--- config.mk ---
export PLATFORM = sky130hd
export DESIGN_NAME = uart_mem_dump
export DESIGN_NICKNAME = d
export VERILOG_FILES = /design/src/rtl/uart_mem_dump.sv
export SDC_FILE = /design/constraint.sdc
export NUM_CORES = 1
export LEC_CHECK = 0
export CAP_MARGIN = 20
export CELL_PAD_IN_SITES_DETAIL_PLACEMENT = 1
export CELL_PAD_IN_SITES_GLOBAL_PLACEMENT = 1
export CORE_AREA = 5 5 103 105
export CTS_CLUSTER_SIZE = 10
export DETAILED_ROUTE_END_ITERATION = 8
export DIE_AREA = 0 0 108 110
export HOLD_SLACK_MARGIN = 0.08
export PLACE_DENSITY_LB_ADDON = 0.05
export REMOVE_ABC_BUFFERS = 1
export SETUP_SLACK_MARGIN = 0.5
export SYNTH_ARGS = -nofsm -noshare
export SYNTH_HDL_FRONTEND = slang
export SYNTH_SLANG_ARGS = --single-unit
--- constraint.sdc ---
create_clock -name clock -period 2.1 [get_ports clock]
set_clock_uncertainty 0.05 [all_clocks]
set_input_delay 0.42 -clock clock [delete_from_list [all_inputs] [get_ports clock]]
set_output_delay 0.42 -clock clock [all_outputs]
set_load 0.01 [all_outputs]
--- src/rtl/uart_mem_dump.sv ---
// uart_mem_dump
//   Sweeps block-RAM addresses 0..LAST_ADR after a start pulse and sends one
//   ASCII line per 16-bit word over UART 8N1, formatted "AA:DDDD\r\n"
//   (uppercase hex).
//
// Ports
//   clock     system clock
//   reset     synchronous, active-high
//   start     one-cycle pulse that begins a dump; ignored while busy
//   mem_adr   RAM read address (held for the whole line)
//   mem_dout  RAM read data, valid one clock after mem_adr changes
//   busy      high while a dump is in progress
//   done      one-cycle pulse after the final stop bit of the final line
//   tx        UART serial output, idles high
module uart_mem_dump #(
  parameter int CLKS_PER_BIT = 868,
  parameter int LAST_ADR     = 255
) (
  input  logic        clock,
  input  logic        reset,
  input  logic        start,
  output logic [7:0]  mem_adr,
  input  logic [15:0] mem_dout,
  output logic        busy,
  output logic        done,
  output logic        tx
);

  localparam int            CW         = (CLKS_PER_BIT > 2) ? $clog2(CLKS_PER_BIT) : 1;
  localparam logic [CW-1:0] BIT_RELOAD = CW'(CLKS_PER_BIT - 1);
  localparam logic [CW-1:0] CNT_ONE    = CW'(1);
  localparam logic [7:0]    LAST       = 8'(LAST_ADR);

  typedef enum logic [2:0] {M_IDLE, M_READ, M_LATCH, M_SEND, M_NEXT, M_DONE} main_state_t;
  typedef enum logic [1:0] {S_IDLE, S_START, S_DATA, S_STOP} ser_state_t;

  main_state_t   r_mstate, w_mstate_next;
  logic [7:0]    r_adr,    w_adr_next;
  logic [15:0]   r_word,   w_word_next;
  logic [3:0]    r_idx,    w_idx_next;

  ser_state_t    r_sstate, w_sstate_next;
  logic [CW-1:0] r_cnt,    w_cnt_next;
  logic [7:0]    r_shift,  w_shift_next;
  logic [2:0]    r_bit,    w_bit_next;
  logic          r_tx,     w_tx_next;

  logic          w_valid;
  logic          w_accept;
  logic          w_stop_last;
  logic          w_stop_penult;
  logic [7:0]    w_char;

  function automatic logic [7:0] hex_ascii(input logic [3:0] n);
    return (n < 4'd10) ? (8'h30 + {4'h0, n}) : (8'h37 + {4'h0, n});
  endfunction

  // Character r_idx of the current line.
  always_comb begin
    case (r_idx)
      4'd0:    w_char = hex_ascii(r_adr[7:4]);
      4'd1:    w_char = hex_ascii(r_adr[3:0]);
      4'd2:    w_char = 8'h3A;
      4'd3:    w_char = hex_ascii(r_word[15:12]);
      4'd4:    w_char = hex_ascii(r_word[11:8]);
      4'd5:    w_char = hex_ascii(r_word[7:4]);
      4'd6:    w_char = hex_ascii(r_word[3:0]);
      4'd7:    w_char = 8'h0D;
      default: w_char = 8'h0A;
    endcase
  end

  assign w_stop_last   = (r_sstate == S_STOP) && (r_cnt == '0);
  assign w_stop_penult = (r_sstate == S_STOP) && (r_cnt == CNT_ONE);
  assign w_valid       = (r_mstate == M_SEND) && (r_idx != 4'd9);
  // The serializer takes a new character when idle or on the final cycle
  // of a stop bit, so characters within a line follow back to back.
  assign w_accept      = w_valid && ((r_sstate == S_IDLE) || w_stop_last);

  // Main sequencer.
  always_comb begin
    w_mstate_next = r_mstate;
    w_adr_next    = r_adr;
    w_word_next   = r_word;
    w_idx_next    = r_idx;
    done          = 1'b0;
    case (r_mstate)
      M_IDLE: begin
        if (start) begin
          w_adr_next    = 8'd0;
          w_mstate_next = M_READ;
        end
      end
      M_READ:  w_mstate_next = M_LATCH;
      M_LATCH: begin
        w_word_next   = mem_dout;
        w_idx_next    = 4'd0;
        w_mstate_next = M_SEND;
      end
      M_SEND: begin
        if (w_accept) begin
          w_idx_next = r_idx + 4'd1;
        end
        // Leave during the last stop-bit cycle of char 8: NEXT overlaps
        // that cycle, so the idle gap on tx is NEXT->READ->LATCH->SEND
        // minus one, i.e. three high cycles.
        if ((r_idx == 4'd9) && w_stop_penult) begin
          w_mstate_next = M_NEXT;
        end
      end
      M_NEXT: begin
        if (r_adr == LAST) begin
          w_mstate_next = M_DONE;
        end else begin
          w_adr_next    = r_adr + 8'd1;
          w_mstate_next = M_READ;
        end
      end
      M_DONE: begin
        done          = 1'b1;
        w_mstate_next = M_IDLE;
      end
      default: w_mstate_next = M_IDLE;
    endcase
  end

  // UART 8N1 serializer; every bit lasts BIT_RELOAD+1 cycles.
  always_comb begin
    w_sstate_next = r_sstate;
    w_cnt_next    = r_cnt;
    w_shift_next  = r_shift;
    w_bit_next    = r_bit;
    w_tx_next     = r_tx;
    case (r_sstate)
      S_IDLE: begin
        w_tx_next = 1'b1;
        if (w_accept) begin
          w_sstate_next = S_START;
          w_cnt_next    = BIT_RELOAD;
          w_shift_next  = w_char;
          w_tx_next     = 1'b0;
        end
      end
      S_START: begin
        if (r_cnt == '0) begin
          w_sstate_next = S_DATA;
          w_cnt_next    = BIT_RELOAD;
          w_bit_next    = 3'd0;
          w_tx_next     = r_shift[0];
        end else begin
          w_cnt_next = r_cnt - CNT_ONE;
        end
      end
      S_DATA: begin
        if (r_cnt == '0) begin
          w_cnt_next = BIT_RELOAD;
          if (r_bit == 3'd7) begin
            w_sstate_next = S_STOP;
            w_tx_next     = 1'b1;
          end else begin
            w_bit_next   = r_bit + 3'd1;
            w_shift_next = {1'b0, r_shift[7:1]};
            w_tx_next    = r_shift[1];
          end
        end else begin
          w_cnt_next = r_cnt - CNT_ONE;
        end
      end
      S_STOP: begin
        if (r_cnt == '0) begin
          if (w_accept) begin
            w_sstate_next = S_START;
            w_cnt_next    = BIT_RELOAD;
            w_shift_next  = w_char;
            w_tx_next     = 1'b0;
          end else begin
            w_sstate_next = S_IDLE;
            w_tx_next     = 1'b1;
          end
        end else begin
          w_cnt_next = r_cnt - CNT_ONE;
        end
      end
      default: w_sstate_next = S_IDLE;
    endcase
  end

  always_ff @(posedge clock) begin
    if (reset) begin
      r_mstate <= M_IDLE;
      r_adr    <= 8'd0;
      r_word   <= 16'd0;
      r_idx    <= 4'd0;
    end else begin
      r_mstate <= w_mstate_next;
      r_adr    <= w_adr_next;
      r_word   <= w_word_next;
      r_idx    <= w_idx_next;
    end
  end

  always_ff @(posedge clock) begin
    if (reset) begin
      r_sstate <= S_IDLE;
      r_cnt    <= '0;
      r_shift  <= 8'd0;
      r_bit    <= 3'd0;
      r_tx     <= 1'b1;
    end else begin
      r_sstate <= w_sstate_next;
      r_cnt    <= w_cnt_next;
      r_shift  <= w_shift_next;
      r_bit    <= w_bit_next;
      r_tx     <= w_tx_next;
    end
  end

  assign mem_adr = r_adr;
  assign busy    = (r_mstate != M_IDLE);
  assign tx      = r_tx;

endmodule

==> flow_summary.json <==
{
  "drive_gt1_share_pct": 34.4,
  "path_max_fanout": 6,
  "leakagePower_uw": 0.00180,
  "maxCapViolCount": 0,
  "post-dp-hpwl_mm": 8.39,
  "totalWireLength_mm": 12.4,
  "grt_overflow": 0,
  "start_util_pct": 37.7,
  "via_count": 3828,
  "synth.distinct_cells": 67,
  "clock_latency_ps": 320,
  "nets": 597,
  "cp_data_required_time_ps": 2270,
  "timing.final.hold_violations": 0,
  "ios": 30,
  "synth_cells": 470,
  "rrSetupSlack_ps": 120,
  "hold_path_class": "flip-flop to flip-flop",
  "antenna_left": 0,
  "status": "finished, final reports clean",
  "gp_congestion": 0.854,
  "drc": 0,
  "r2r.worst_path.cells": 5,
  "fin_util_pct": 53.4,
  "irDropWorstVdd_mv": 0.492,
  "clock-sinks": 54,
  "ys_warn_count": 0,
  "grt_pass1_wl_mm": 19.9,
  "syn_area_um2": 3600,
  "firstDrtPassIters": 4,
  "finalCritPeriodShare_pct": 94.1,
  "drtIter0Drc": 197,
  "antenna_found_initial": 0,
  "die_h_um": 110,
  "ys_ff_latch": 54,
  "fin_crit_ps": 1980,
  "cts_made_buffers": 5,
  "r2r-end": "tx",
  "endpoint_kind": "flip-flop",
  "rows": 36,
  "synthFlopType": "dfxtp_1",
  "worst_pin_slew_ps": 487,
  "setup.worst_path.end": "tx",
  "ctsLongestPathBuffers": 2,
  "drv_slew": 0,
  "fp.dieW_um": 108,
  "startpoint_type": "flip-flop",
  "cts_root_buffer": "clkbuf_8",
  "synth_edf_count": 0,
  "critPathArrivalTime_ps": 2140,
  "clk_pin_slew_ps": 100,
  "fmax_ghz": 0.506,
  "final_area_um2": 5100,
  "rsz0062_at_grt": "true",
  "diodes": 0,
  "die_area_um2": 11900,
  "crit_path_start": "r_cnt[5]",
  "syn_to_final_growth_pct": 41.6,
  "place_area_um2": 4260,
  "grt_max_degree": 22,
  "async_flop_share_pct": 0,
  "finalSetupViolations": 0,
  "htree_levels": 2,
  "postCtsHoldBufs": 0,
  "port_buffers": 29,
  "p_per_area_nw_per_um2": 810,
  "core_area_um2": 9550,
  "tritoncts": "yes",
  "rr_startpoint": "r_cnt[5]",
  "crit_type": "flip-flop to flip-flop",
  "slew_headroom_pct": 67.3,
  "avgViaCountPerCell": 5.56,
  "grt_pass1_vias": 3934,
  "ys_seq_area_share_pct": 30.0,
  "gr-usage-all-layers_pct": 21.0,
  "syn_avg_cell_area_um2": 7.67,
  "avgRoutedWirePerCell_um": 18.0
}
-- report_power, final --
part	total (µW)	switching (µW)	internal [µW]	leakage, µW
clock network	598	372	226	0.0000438
registers	1230	114	1120	0.000453
logic	2300	1200	1110	0.00130
total	4130	1680	2450	0.00180
-- flip-flops by register name (all words and copies together) (netlist names) --
| name | count |
|---|---|
| r_bit | 3 |
| r_sstate | 2 |
| mem_adr | 8 |
| r_idx | 4 |
| r_mstate | 3 |
| r_shift | 7 |
| r_cnt | 10 |
| tx | 1 |
| r_word | 16 |
-- metal layers --
layer  vias to the layer above  part of all wire [%]  routed length (µm)  global-route usage, %
met4                         0                   1.1                 140                   4.42
li1                       1866                     -                   -                      -
met3                        12                   3.0                 370                   2.50
met2                        67                    48                5990                   35.9
met1                      1883                    48                5890                   28.6
met5                         -                     0                   0                      0
-- metrics by stage --
step / setup slack, ps / TNS, ps / instances / hold WS, ps / total power (µW)
6_report: 123 / 0 / 689 / 408 / 4130
5_1_grt: 28.6 / 0 / 689 / 429 / 4380
4_1_cts: 197 / 0 / 673 / 415 / 3760
3_5_place_dp: -32.1 / -162 / 649 / 410 / 2730
3_3_place_gp: 17.2 / 0 / 649 / 394 / 2690
2_1_floorplan: 97.0 / 0 / 443 / 380 / 2080
-- timing repair --
action	4_1_cts	5_1_grt
setup endpoints to repair	49	56
pin swaps	30	15
buffers inserted	16	15
resized for setup	125	38
cloned	1	1
-- Yosys cell counts, drive strengths merged, types with 2 or more instances --
cell / n / share of area (%)
nand3: 12 / 1.8
nand3b: 3 / 0.62
a22o: 3 / 0.73
nor2b: 9 / 1.6
nor3b: 2 / 0.56
xor2: 6 / 1.5
nor2: 43 / 4.8
o21a: 3 / 0.62
a211oi: 6 / 1.2
nor4b: 2 / 0.49
a2111oi: 5 / 1.4
nand2: 57 / 5.9
nor3: 20 / 3.4
a22oi: 7 / 1.5
xnor2: 9 / 2.2
o22ai: 8 / 1.4
clkbuf: 19 / 2.0
buf: 8 / 1.5
inv: 26 / 2.7
or3b: 4 / 0.97
mux2i: 3 / 0.83
nor4: 2 / 0.35
o2111ai: 2 / 0.49
nand4: 6 / 1.0
ha: 22 / 7.6
a221oi: 3 / 0.73
nand2b: 6 / 1.0
dfxtp: 54 / 30
a31oi: 10 / 1.7
a21oi: 43 / 6.0
o31ai: 3 / 0.76
or3: 6 / 1.0
a311oi: 4 / 1.3
mux2: 3 / 0.94
o21ai: 29 / 4.0
a32oi: 3 / 0.73
-- cells in the final DEF, fill, tap and decap left out, types with 4 or more instances in the layout --
master	instances
a31oi_1	10
dfxtp_2	14
o21ai_2	4
nand3_1	9
a2111oi_4	4
ha_1	13
a22oi_1	5
clkbuf_8	5
a21oi_1	42
ha_2	6
o21ai_0	22
o22ai_1	6
clkdlybuf4s50_1	16
buf_4	65
xnor2_1	9
nor2b_1	8
dfxtp_4	11
nor3_4	4
inv_1	21
or3_1	4
buf_6	9
dlygate4sd2_1	9
nor2_4	5
nor3_1	15
nand2b_1	5
nand2_1	55
dfxtp_1	29
nand4_1	6
nor2_1	35
a211oi_2	4
xor2_1	6
-- layout make-up --
cell class	count	area [µm²]
tap	133	166
inverter	26	104
clock inverter	2	10.0
sequential	54	1140
fill	1151	4450
multi-input combinational	364	2720
timing repair buffer	105	898
clock buffer	5	68.8
-- critical path: stages, from the launching register on --
cell     delay [ps]
dfxtp_2         400
nor3_4          380
buf_4           200
a41oi_4         170
or3_4           370
a221o_1         300
-- cells by family after synthesis --
family                   after synthesis  share of synthesized area, %
multiplexers                           6                          1.77
flip-flops                            54                          30.0
AO/OA/AOI/OAI                        141                          25.6
AND/OR/NAND/NOR                      179                          25.2
adder cells (fa/ha/maj)               22                          7.64
buffers and inverters                 53                          6.15
XOR/XNOR                              15                          3.65
-- worst min-delay path by stage --
stage                      end  slack (ps)  cells after the start  startpoint
global placement    r_word[12]         390                      2  r_word[12]
detailed placement  r_word[12]         410                      2  r_word[12]
floorplan           r_word[12]         380                      2  r_word[12]
global route        r_word[12]         430                      2  r_word[12]
finish              r_shift[5]         410                      2  r_shift[5]
CTS                 r_shift[5]         420                      2  r_shift[5]
Note: power is estimated with default switching activity, not from simulation.
